===== config.mk =====
export PLATFORM = sky130hd
export DESIGN_NAME = divisor_arbiter
export DESIGN_NICKNAME = d
export VERILOG_FILES = /design/src/rtl/divisor_arbiter.sv
export SDC_FILE = /design/constraint.sdc
export NUM_CORES = 1
export LEC_CHECK = 0
export ABC_CLOCK_PERIOD_IN_PS = 2000
export CAP_MARGIN = 5
export CORE_AREA = 5 5 139 75
export CTS_BUF_LIST = sky130_fd_sc_hd__clkbuf_4 sky130_fd_sc_hd__clkbuf_8
export DETAILED_ROUTE_END_ITERATION = 10
export DIE_AREA = 0 0 144 80
export HOLD_SLACK_MARGIN = 0.03
export PLACE_DENSITY = 0.71
export SYNTH_ARGS = -nofsm -noshare
export SYNTH_HDL_FRONTEND = slang
export SYNTH_SLANG_ARGS = --single-unit

===== constraint.sdc =====
create_clock -name CLK -period 2 [get_ports CLK]
set_clock_uncertainty 0.15 [all_clocks]
set_input_delay 0.4 -clock CLK [delete_from_list [all_inputs] [get_ports CLK]]
set_output_delay 0.4 -clock CLK [all_outputs]
set_load 0.01 [all_outputs]

===== src/rtl/divisor_arbiter.sv =====
// divisor_arbiter: round-robin front end that shares one signed divider
// among N_REQ requesters and sequences the divider Start/Done handshake.
// Optional divide-by-zero short-circuit: define DIVISOR_ARB_DIVZERO_CHECK_EN.
//
// state     | meaning
// ----------+-------------------------------------------------------------
// S_IDLE    | no transaction; arbitrates once Div_Done has fallen
// S_RUN     | Div_Start high, operands frozen, waiting for Div_Done
// S_RELEASE | result returned, waiting for Div_Done to drop
// S_ZERO    | zero denominator captured; answer without the divider
//           | (present only with DIVISOR_ARB_DIVZERO_CHECK_EN)
module divisor_arbiter #(
  parameter int N_REQ = 2,
  parameter int W     = 16
) (
  input  logic               CLK,
  input  logic               RST,
  input  logic [N_REQ-1:0]   Req,
  input  logic [N_REQ*W-1:0] Num_in,
  input  logic [N_REQ*W-1:0] Den_in,
  output logic [N_REQ-1:0]   Gnt,
  output logic [N_REQ-1:0]   Rsp_valid,
  output logic [W-1:0]       Coc_out,
  output logic [W-1:0]       Res_out,
  output logic               Err,
  output logic               Busy,
  output logic               Div_Start,
  output logic [W-1:0]       Div_Num,
  output logic [W-1:0]       Div_Den,
  input  logic               Div_Done,
  input  logic [W-1:0]       Div_Coc,
  input  logic [W-1:0]       Div_Res
);

  localparam int PW = $clog2(N_REQ);
  localparam logic [N_REQ-1:0] ONE = N_REQ'(1);

`ifdef DIVISOR_ARB_DIVZERO_CHECK_EN
  typedef enum logic [1:0] {S_IDLE, S_RUN, S_RELEASE, S_ZERO} state_t;
`else
  typedef enum logic [1:0] {S_IDLE, S_RUN, S_RELEASE} state_t;
`endif

  state_t          state_q, state_d;
  logic [PW-1:0]   ptr_q;
  logic [PW-1:0]   owner_q;
  logic [PW-1:0]   win;
  logic [PW-1:0]   cand;
  logic            win_found;
  logic            load;
  logic            rsp_load;
  logic [W-1:0]    num_a [N_REQ];
  logic [W-1:0]    den_a [N_REQ];

  // (base + step) mod N_REQ without a divider; base, step < N_REQ
  function automatic logic [PW-1:0] wrap_add(input logic [PW-1:0] base,
                                             input logic [PW:0]   step);
    logic [PW:0] s;
    s = {1'b0, base} + step;
    if (s >= (PW+1)'(N_REQ)) s = s - (PW+1)'(N_REQ);
    return s[PW-1:0];
  endfunction

  // unpack the per-requester operand buses
  always_comb begin
    for (int i = 0; i < N_REQ; i++) begin
      num_a[i] = Num_in[i*W +: W];
      den_a[i] = Den_in[i*W +: W];
    end
  end

  // first pending request at or after ptr, searching upward with wrap
  always_comb begin
    win       = '0;
    cand      = '0;
    win_found = 1'b0;
    for (int j = 0; j < N_REQ; j++) begin
      cand = wrap_add(ptr_q, (PW+1)'(j));
      if (!win_found && Req[cand]) begin
        win_found = 1'b1;
        win       = cand;
      end
    end
  end

  // state register
  always_ff @(posedge CLK) begin
    if (RST) state_q <= S_IDLE;
    else     state_q <= state_d;
  end

  // next-state and datapath strobes
  always_comb begin
    state_d  = state_q;
    load     = 1'b0;
    rsp_load = 1'b0;
    case (state_q)
      S_IDLE: begin
        // a Done left over from the previous transaction must fall first
        if (win_found && !Div_Done) begin
          load = 1'b1;
`ifdef DIVISOR_ARB_DIVZERO_CHECK_EN
          state_d = (den_a[win] == '0) ? S_ZERO : S_RUN;
`else
          state_d = S_RUN;
`endif
        end
      end
      S_RUN: begin
        if (Div_Done) begin
          rsp_load = 1'b1;
          state_d  = S_RELEASE;
        end
      end
      S_RELEASE: begin
        if (!Div_Done) state_d = S_IDLE;
      end
`ifdef DIVISOR_ARB_DIVZERO_CHECK_EN
      S_ZERO: state_d = S_IDLE;
`endif
      default: state_d = S_IDLE;
    endcase
  end

  assign Div_Start = (state_q == S_RUN);
  assign Busy      = (state_q != S_IDLE);

`ifdef DIVISOR_ARB_DIVZERO_CHECK_EN
  logic err_q;
  assign Err = err_q;
`else
  assign Err = 1'b0;
`endif

  // operand capture, ownership/pointer bookkeeping and response registers
  always_ff @(posedge CLK) begin
    if (RST) begin
      Gnt       <= '0;
      Rsp_valid <= '0;
      Coc_out   <= '0;
      Res_out   <= '0;
      Div_Num   <= '0;
      Div_Den   <= '0;
      ptr_q     <= '0;
      owner_q   <= '0;
`ifdef DIVISOR_ARB_DIVZERO_CHECK_EN
      err_q     <= 1'b0;
`endif
    end else begin
      Gnt       <= '0;
      Rsp_valid <= '0;
      if (load) begin
        Gnt     <= ONE << win;
        Div_Num <= num_a[win];
        Div_Den <= den_a[win];
        owner_q <= win;
        ptr_q   <= wrap_add(win, (PW+1)'(1));
      end
      if (rsp_load) begin
        Rsp_valid <= ONE << owner_q;
        Coc_out   <= Div_Coc;
        Res_out   <= Div_Res;
`ifdef DIVISOR_ARB_DIVZERO_CHECK_EN
        err_q     <= 1'b0;
`endif
      end
`ifdef DIVISOR_ARB_DIVZERO_CHECK_EN
      if (state_q == S_ZERO) begin
        Rsp_valid <= ONE << owner_q;
        Coc_out   <= '1;
        Res_out   <= Div_Num;
        err_q     <= 1'b1;
      end
`endif
    end
  end

endmodule


# --- After elaboration in Yosys (flattened, before gate mapping) ---
# Cells that the tools add are included.
totals:
  wordCells: 64
  register_bits: 72
  romBits: 0
  ram_bits: 0
  output_inout_bits: 71
  latchBits: 0
  memories: 0
classes:
  n_div: 0
  n_mux: 25
  shifts: 2
  n_reduce_logical: 9
  n_lt_le_gt_ge: 6
  eq_ne: 5
  bitwise_logic: 3
  addsub: 5
  n_mul: 0
op_table:
  columns: ["cell", "count"]
  rows:
  - ["$mux 16", 6]
  - ["$mux 1", 15]
  - ["$ge 2x2->1 const B", 3]
  - ["$mux 2", 3]
  - ["$pmux 2 s3", 1]
  - ["$add 1x1->2 const B", 2]
  - ["$lt 1x2->1 const B", 2]
  - ["$ne 2x2->1 const B", 2]
  - ["$reduce_or 2->1", 2]
  - ["$shl 1x1->2 const A", 2]
  - ["$reduce_and 3->1", 1]
  - ["$sub 1x1->1 const B", 3]
  - ["$eq 2x1->1 const B", 1]
  - ["$eq 2x2->1 const B", 1]
  - ["$ge 1x2->1 const B", 1]
  - ["$logic_and 1x1->1", 2]
  - ["$logic_not 1->1", 2]
  - ["$logic_not 2->1", 1]
  - ["$ne 2x1->1 const B", 1]
  - ["$not 1->1", 2]
  - ["$not 1->2", 1]
  - ["$reduce_bool 2->1", 1]

# --- Depth between registers and ports, before layout ---
# Gate-level depths: netlist of run 1.
depth:
  ltp_word: 13
  ltp_mapped: 6

# --- Worst setup path after synthesis of run 1 ---
# Ideal clock, no wire load.
synth_path:
  kind: "register to register"
  start: "register state_q[1]"
  end: "register Div_Num[3]"
  setup_slack_ps: 221
  period_less_slack_ps: 1779
  stages_incl_launch_ff: 7
  arrival_ps: 1570
  required_time_ps: 1791
  path_cell_list: "dfxtp_1 buf_6 or4b_4 buf_6 buf_6 nor4b_2 a221o_1"
synth_between:
  elab_chain_cells: 2
synth_rtl:
  columns: ["element", "line_no", "source"]
  rows:
  - ["from (decl)", "44", "state_t state_q, state_d;"]
  - ["from (signal assigned)", "89", "else state_q <= state_d;"]
  - ["$logic_not 2->1", "97", "case (state_q)"]
  - ["$mux 1", "97", null]
  - ["to (signal assigned)", "154", "Div_Num <= num_a[win];"]
  - ["to (decl)", "28", "output logic [W-1:0] Div_Num,"]
# No other way between the ends.
# A chain may end at the register's enable or synchronous reset.

# --- Worst setup path after layout of run 1 ---
layout_path:
  start: "input port Div_Done"
  end: "register Div_Den[7]"
layout_between:
  elab_chain_cells: 4
layout_rtl:
  columns: ["element", "line_no", "source"]
  rows:
  - ["from (decl)", "30", "input logic Div_Done,"]
  - ["$logic_not 1->1", null, null]
  - ["$logic_and 1x1->1", "100", "if (win_found && !Div_Done) begin"]
  - ["$mux 1", "100", null]
  - ["$mux 1", "97", null]
  - ["to (signal assigned)", "155", "Div_Den <= den_a[win];"]
  - ["to (decl)", "29", "output logic [W-1:0] Div_Den,"]
# No other way between the ends.

==> flow_metrics.py, run 1 <==
metrics = {
    "outcome": {
        "outcome": "finished clean",
    },
    "logic_synthesis": {
        "synth_fp_nets": 389,
        "ys_warn_count": 0,
        "post_synth_num_cell_types": 26,
        "syn-cell-area_um2": 2999,
        "synthFlopType": "dfxtp_1",
        "synth_top_area_frac": 0.4806,
        "syn_avg_cell_area_um2": 10.41,
        "synth_area_leaders": "dfxtp_1 48%, nor4b_2 14%, a221o_1 11%, nand2_1 8.1%, a21oi_1 5.7%",
        "netlist_instances": 288,
        "ys_ff_latch": 72,
        "ys_seq_area_frac": 0.4806,
        "async_flop_share": 0,
        "synth_edf_count": 0,
        "yosysTopAreaCell": "dfxtp_1",
    },
    "place": {
        "dpl.hpwl_um": 7016,
        "numPortBuffers": 170,
        "dpl_worst_slack_ps": -325.2,
        "gp_congestion": 0.7599,
    },
    "die": {
        "io_pins": 172,
        "dieArea_um2": 11520,
        "die_h_um": 80,
        "core_um2": 9102,
        "rows": 25,
        "die_width_um": 144,
        "initial_core_util": 0.3295,
    },
    "clock_tree": {
        "clock-sinks": 72,
        "clk_latency_ps": 340,
        "cts_tree": "built",
        "cts_inserted_buffers": 9,
        "cts_root_buffer": "clkbuf_8",
        "h-tree-depth": 3,
        "path_clk_slew_ps": 70,
        "cts.path.max_buffers": 2,
        "hold_buffers": 0,
    },
    "drt": {
        "drtIter0Drc": 143,
        "drcViolationCount": 0,
        "first_pass_iters": 5,
        "vias": 2793,
        "ant_nets": 0,
        "detail_route.wl_per_cell_um": 16.54,
        "viasPerCell": 4.791,
        "routed_wl_um": 9641,
    },
    "critical_path": {
        "crit_slowest_cell": "or4b_4",
        "cp_cell_sequence": "clkdlybuf4s50_1 -> or4b_4 -> buf_12 -> nor4b_2 -> a221o_1",
        "startpoint": "Div_Done",
        "crit_buf_inv": 2,
        "crit_fanout": 25,
        "cp.depth": 5,
        "cp-end-kind": "flip-flop",
        "cpPeakStageDelay_ps": 580,
        "path_delay_family": "simple AND/OR/NAND/NOR gates",
        "r2r-start": "state_q[1]",
        "cp.required_ps": 2140,
        "reg2reg_depth": 4,
        "worstSetupEndpoint": "Div_Den[7]",
        "r2r_slack_ps": 140,
        "start_kind": "input pin",
        "r2r_end": "Div_Den[7]",
        "path_class": "in -> reg",
        "arrival_ps": 2110,
    },
    "pwr": {
        "peakVddDrop_mv": 0.2559,
        "p_int_mw": 2.597,
        "combPwrFrac": 0.199,
        "power_mw": 3.414,
        "cellLeakagePower_nw": 1.797,
        "p_sw_mw": 0.8173,
        "switching_share": 0.2394,
        "p_clk_frac": 0.346,
        "seqPwrFrac": 0.455,
        "powerDensity_nw_per_um2": 666.8,
    },
    "timing": {
        "hold_viol": 0,
        "layout_min_cycle_time_ps": 1977,
        "rsz0062_at_grt": "false",
        "drv_slew": 0,
        "setup_slack_ps": 22.68,
        "setup_tns_ps": 0,
        "finalSetupViolCount": 0,
        "max_freq_mhz": 505.7,
        "period_share": 0.9887,
        "holdWs_ps": 301.1,
    },
    "finish": {
        "area_growth_pct": 70.71,
        "final_layout_size_suffix_gt1_frac": 0.1623,
        "finish.utilization": 0.5625,
        "final_common_cell": "clkdlybuf4s50_1",
        "final_cell_mix": "167 x clkdlybuf4s50_1, 70 x dfxtp_1, 65 x nand2_1, 33 x a21oi_1, 32 x a221o_1",
        "antennaDiodeCount": 0,
        "fin_nets": 558,
    },
    "global_route": {
        "antenna_found_initial": 0,
        "grt_first_pass_wirelength_um": 14950,
        "grt_overflow": 0,
        "grt_max_degree": 35,
        "grtUsageTotal": 0.1668,
        "grt_pass1_vias": 2900,
    },
    "worst_hold_path": {
        "min_path_type": "reg -> reg",
    },
    "run": {
        "maxCapViolCount": 0,
    },
}
-- worst min-delay path by stage --
stage / from / end / slack, ps / cells after the start
floorplan: owner_q / Rsp_valid[0] / 270 / 1
global placement: owner_q / Rsp_valid[0] / 290 / 1
detailed placement: owner_q / Rsp_valid[0] / 290 / 1
CTS: RST / Coc_out[13] / 300 / 2
global route: RST / Coc_out[13] / 320 / 2
finish: owner_q / Rsp_valid[0] / 300 / 1
-- kinds of logic (layout without fill, tap and decap cells) --
family	count (synthesis)	in the layout	share of synthesized area
other	1	1	0.001250
buffers and inverters	32	206	0.07050
AND/OR/NAND/NOR	114	114	0.2716
flip-flops	72	72	0.4806
AO/OA/AOI/OAI	68	68	0.1731
XOR/XNOR	1	1	0.002921
-- registers in the layout, summed over array words and instances, names as in the netlist --
signal     count
Coc_out       16
Div_Den       16
Div_Num       16
Res_out       16
Gnt            2
Rsp_valid      2
state_q        2
owner_q        1
ptr_q          1
-- cell type report --
cell class                 instances  area [um^2]
fill                             753         3983
timing repair buffer             190         1934
sequential                        72         1444
multi-input combinational        184         1384
clock buffer                      13        166.4
tap                              121        151.4
clock inverter                     3        40.04
-- metrics by stage --
stage | instance area [um^2] | cells
2_1_floorplan | 2999 | 288
3_3_place_gp | 4887 | 567
3_5_place_dp | 4887 | 567
4_1_cts | 5094 | 583
5_1_grt | 5120 | 583
6_report | 5120 | 583
-- Yosys cell counts (3+ instances only) --
library cell / number
dfxtp_1: 72
a21oi_1: 34
or2_2: 3
nor4b_1: 5
nor3_1: 3
buf_2: 5
buf_1: 3
clkbuf_1: 14
nand2_1: 65
nor4b_2: 27
buf_6: 6
a221o_1: 32
-- routing by layer --
layer / wire (um) / up-vias / share of wire / GRT usage
met5: 0 / - / 0 / 0
met4: 130 / 0 / 0.013 / 0.04981
met3: 856 / 13 / 0.089 / 0.06104
li1: - / 1393 / - / -
met2: 4172 / 131 / 0.43 / 0.2509
met1: 4482 / 1256 / 0.46 / 0.2230
-- repair_timing --
action / CTS / global route
endpoints found under the hold margin: 0 / 0
buffers inserted: 0 / 0
gates resized for setup: 4 / 3
endpoints found under the setup margin: 2 / 3
-- power groups by stage --
stage               Sequential (mW)  Clock, mW  Combinational, mW
global route                   1.56       1.30              0.725
CTS                            1.55       1.24              0.679
detailed placement             1.58          0              0.678
finish                         1.55       1.18              0.678
global placement               1.58          0              0.668
floorplan                      1.61          0              0.234
No activity file was read; power rests on OpenSTA's default activity.
==> inputs of run 2 (changes only) <==
CORE_AREA = 5 5 131 71   (was 5 5 139 75)
DIE_AREA = 0 0 136 76   (was 0 0 144 80)
PLACE_DENSITY = 0.79   (was 0.71)
==> flow_metrics.py, run 2 (synthesized netlist as in run 1, its figures left out) <==
metrics = {
    "outcome": {
        "outcome": "finished clean",
    },
    "drt": {
        "ant_nets": 0,
        "vias": 2853,
        "first_pass_iters": 4,
        "routed_wl_um": 9314,
        "drtIter0Drc": 157,
        "detail_route.wl_per_cell_um": 16.23,
        "drcViolationCount": 0,
        "viasPerCell": 4.970,
    },
    "timing": {
        "setup_slack_ps": 93.51,
        "finalSetupViolCount": 0,
        "max_freq_mhz": 524.5,
        "hold_viol": 0,
        "period_share": 0.9532,
        "setup_tns_ps": 0,
        "layout_min_cycle_time_ps": 1906,
        "rsz0062_at_grt": "false",
        "drv_slew": 0,
    },
    "finish": {
        "area_growth_pct": 68.71,
        "final_common_cell": "clkdlybuf4s50_1",
        "final_cell_mix": "167 x clkdlybuf4s50_1, 70 x dfxtp_1, 65 x nand2_1, 33 x a21oi_1, 32 x a221o_1",
        "stdcell_count": 574,
        "fin_nets": 553,
        "final_layout_size_suffix_gt1_frac": 0.1532,
        "antennaDiodeCount": 0,
        "finish.utilization": 0.6172,
    },
    "worst_hold_path": {
        "min_path_type": "in -> reg",
    },
    "die": {
        "dieArea_um2": 10340,
        "core_um2": 8198,
        "rows": 24,
        "initial_core_util": 0.3658,
        "io_pins": 172,
        "die_width_um": 136,
        "die_h_um": 76,
    },
    "place": {
        "dpl.hpwl_um": 6905,
        "placed_cells": 558,
        "dpl_worst_slack_ps": -261.0,
        "gp_congestion": 0.7416,
        "numPortBuffers": 170,
    },
    "pwr": {
        "peakVddDrop_mv": 0.3559,
        "powerDensity_nw_per_um2": 668.9,
        "cellLeakagePower_nw": 1.750,
    },
    "clock_tree": {
        "path_clk_slew_ps": 80,
        "cts.path.max_buffers": 2,
        "hold_buffers": 0,
        "cts_inserted_buffers": 9,
        "clk_latency_ps": 340,
        "clock-sinks": 72,
        "cts_root_buffer": "clkbuf_8",
        "h-tree-depth": 3,
        "cts_tree": "built",
        "postCtsSetupBuffers": 0,
        "post_cts_resized": 4,
    },
    "critical_path": {
        "start_kind": "input pin",
        "cp.required_ps": 2130,
        "crit_slowest_cell": "or4b_4",
        "crit_fanout": 26,
        "cpPeakStageDelay_ps": 510,
        "cp_cell_sequence": "clkdlybuf4s50_1 -> or4b_4 -> buf_12 -> nor4b_2 -> a221o_1",
        "cp-end-kind": "flip-flop",
        "arrival_ps": 2040,
        "path_delay_family": "simple AND/OR/NAND/NOR gates",
        "crit_buf_inv": 2,
        "path_class": "in -> reg",
    },
    "global_route": {
        "grt_overflow": 0,
        "grtUsageTotal": 0.1788,
        "grt_pass1_vias": 2851,
        "grt_max_degree": 35,
        "grt_first_pass_wirelength_um": 14970,
        "antenna_found_initial": 0,
    },
    "run": {
        "maxCapViolCount": 0,
    },
}
==> run 2: changes by cell type in the layout (fill, tap and decap cells not counted), moves of 2 or more <==
cell and change:
clkinvlp_4 +2, clkbuf_4 -2, buf_4 -7, nor4b_2 +3, nor4b_4 -3
==> run 2: power breakdown <==
group	internal, mW	leakage (nW)	switching [mW]
clock network	0.614	0.0989	0.551
registers	1.51	0.588	0.0457
logic	0.413	1.06	0.253
total	2.53	1.75	0.850
==> run 2: worst register-to-register path: stages, from the launching register on <==
cell,delay [ps]
dfxtp_2,370
or4b_4,590
buf_12,200
nor4b_2,300
a221o_1,160
==> run 2: per-stage QoR <==
| stage | power, mW | hold WS, ps | instance area [um^2] |
|---|---|---|---|
| final | 3.385 | 299.4 | 5060 |
| after detailed placement | 2.255 | 295.9 | 4855 |
| after global routing | 3.559 | 280.9 | 5060 |
| after floorplan | 1.842 | 267.5 | 2999 |
| after CTS | 3.439 | 277.6 | 5060 |
| after global placement | 2.242 | 291.6 | 4855 |
==> run 2: final timing paths <==
path | cells after the start | to | from | slack (ps)
max | 5 | Div_Num[1] | Req[1] | 90
min | 2 | Coc_out[14] | RST | 300
max reg2reg | 4 | Div_Num[1] | state_q[1] | 180
min reg2reg | 2 | Coc_out[10] | Coc_out[10] | 310
==> run 2: final cells by class <==
cell class	count	area, um^2
Sequential cell	72	1444
Tap cell	117	146.4
Timing Repair Buffer	185	1907
Fill cell	662	3138
Clock buffer	10	137.6
Multi-Input combinational cell	184	1358
Clock inverter	6	67.56
==> run 2: layer usage <==
metal	part of all wire	global-route usage	vias up	wire length [um]
met1	0.46	0.2453	1342	4304
met2	0.44	0.2616	119	4070
met3	0.088	0.07190	14	817
met4	0.013	0.04527	0	121
li1	-	-	1378	-
met5	0	0	-	0
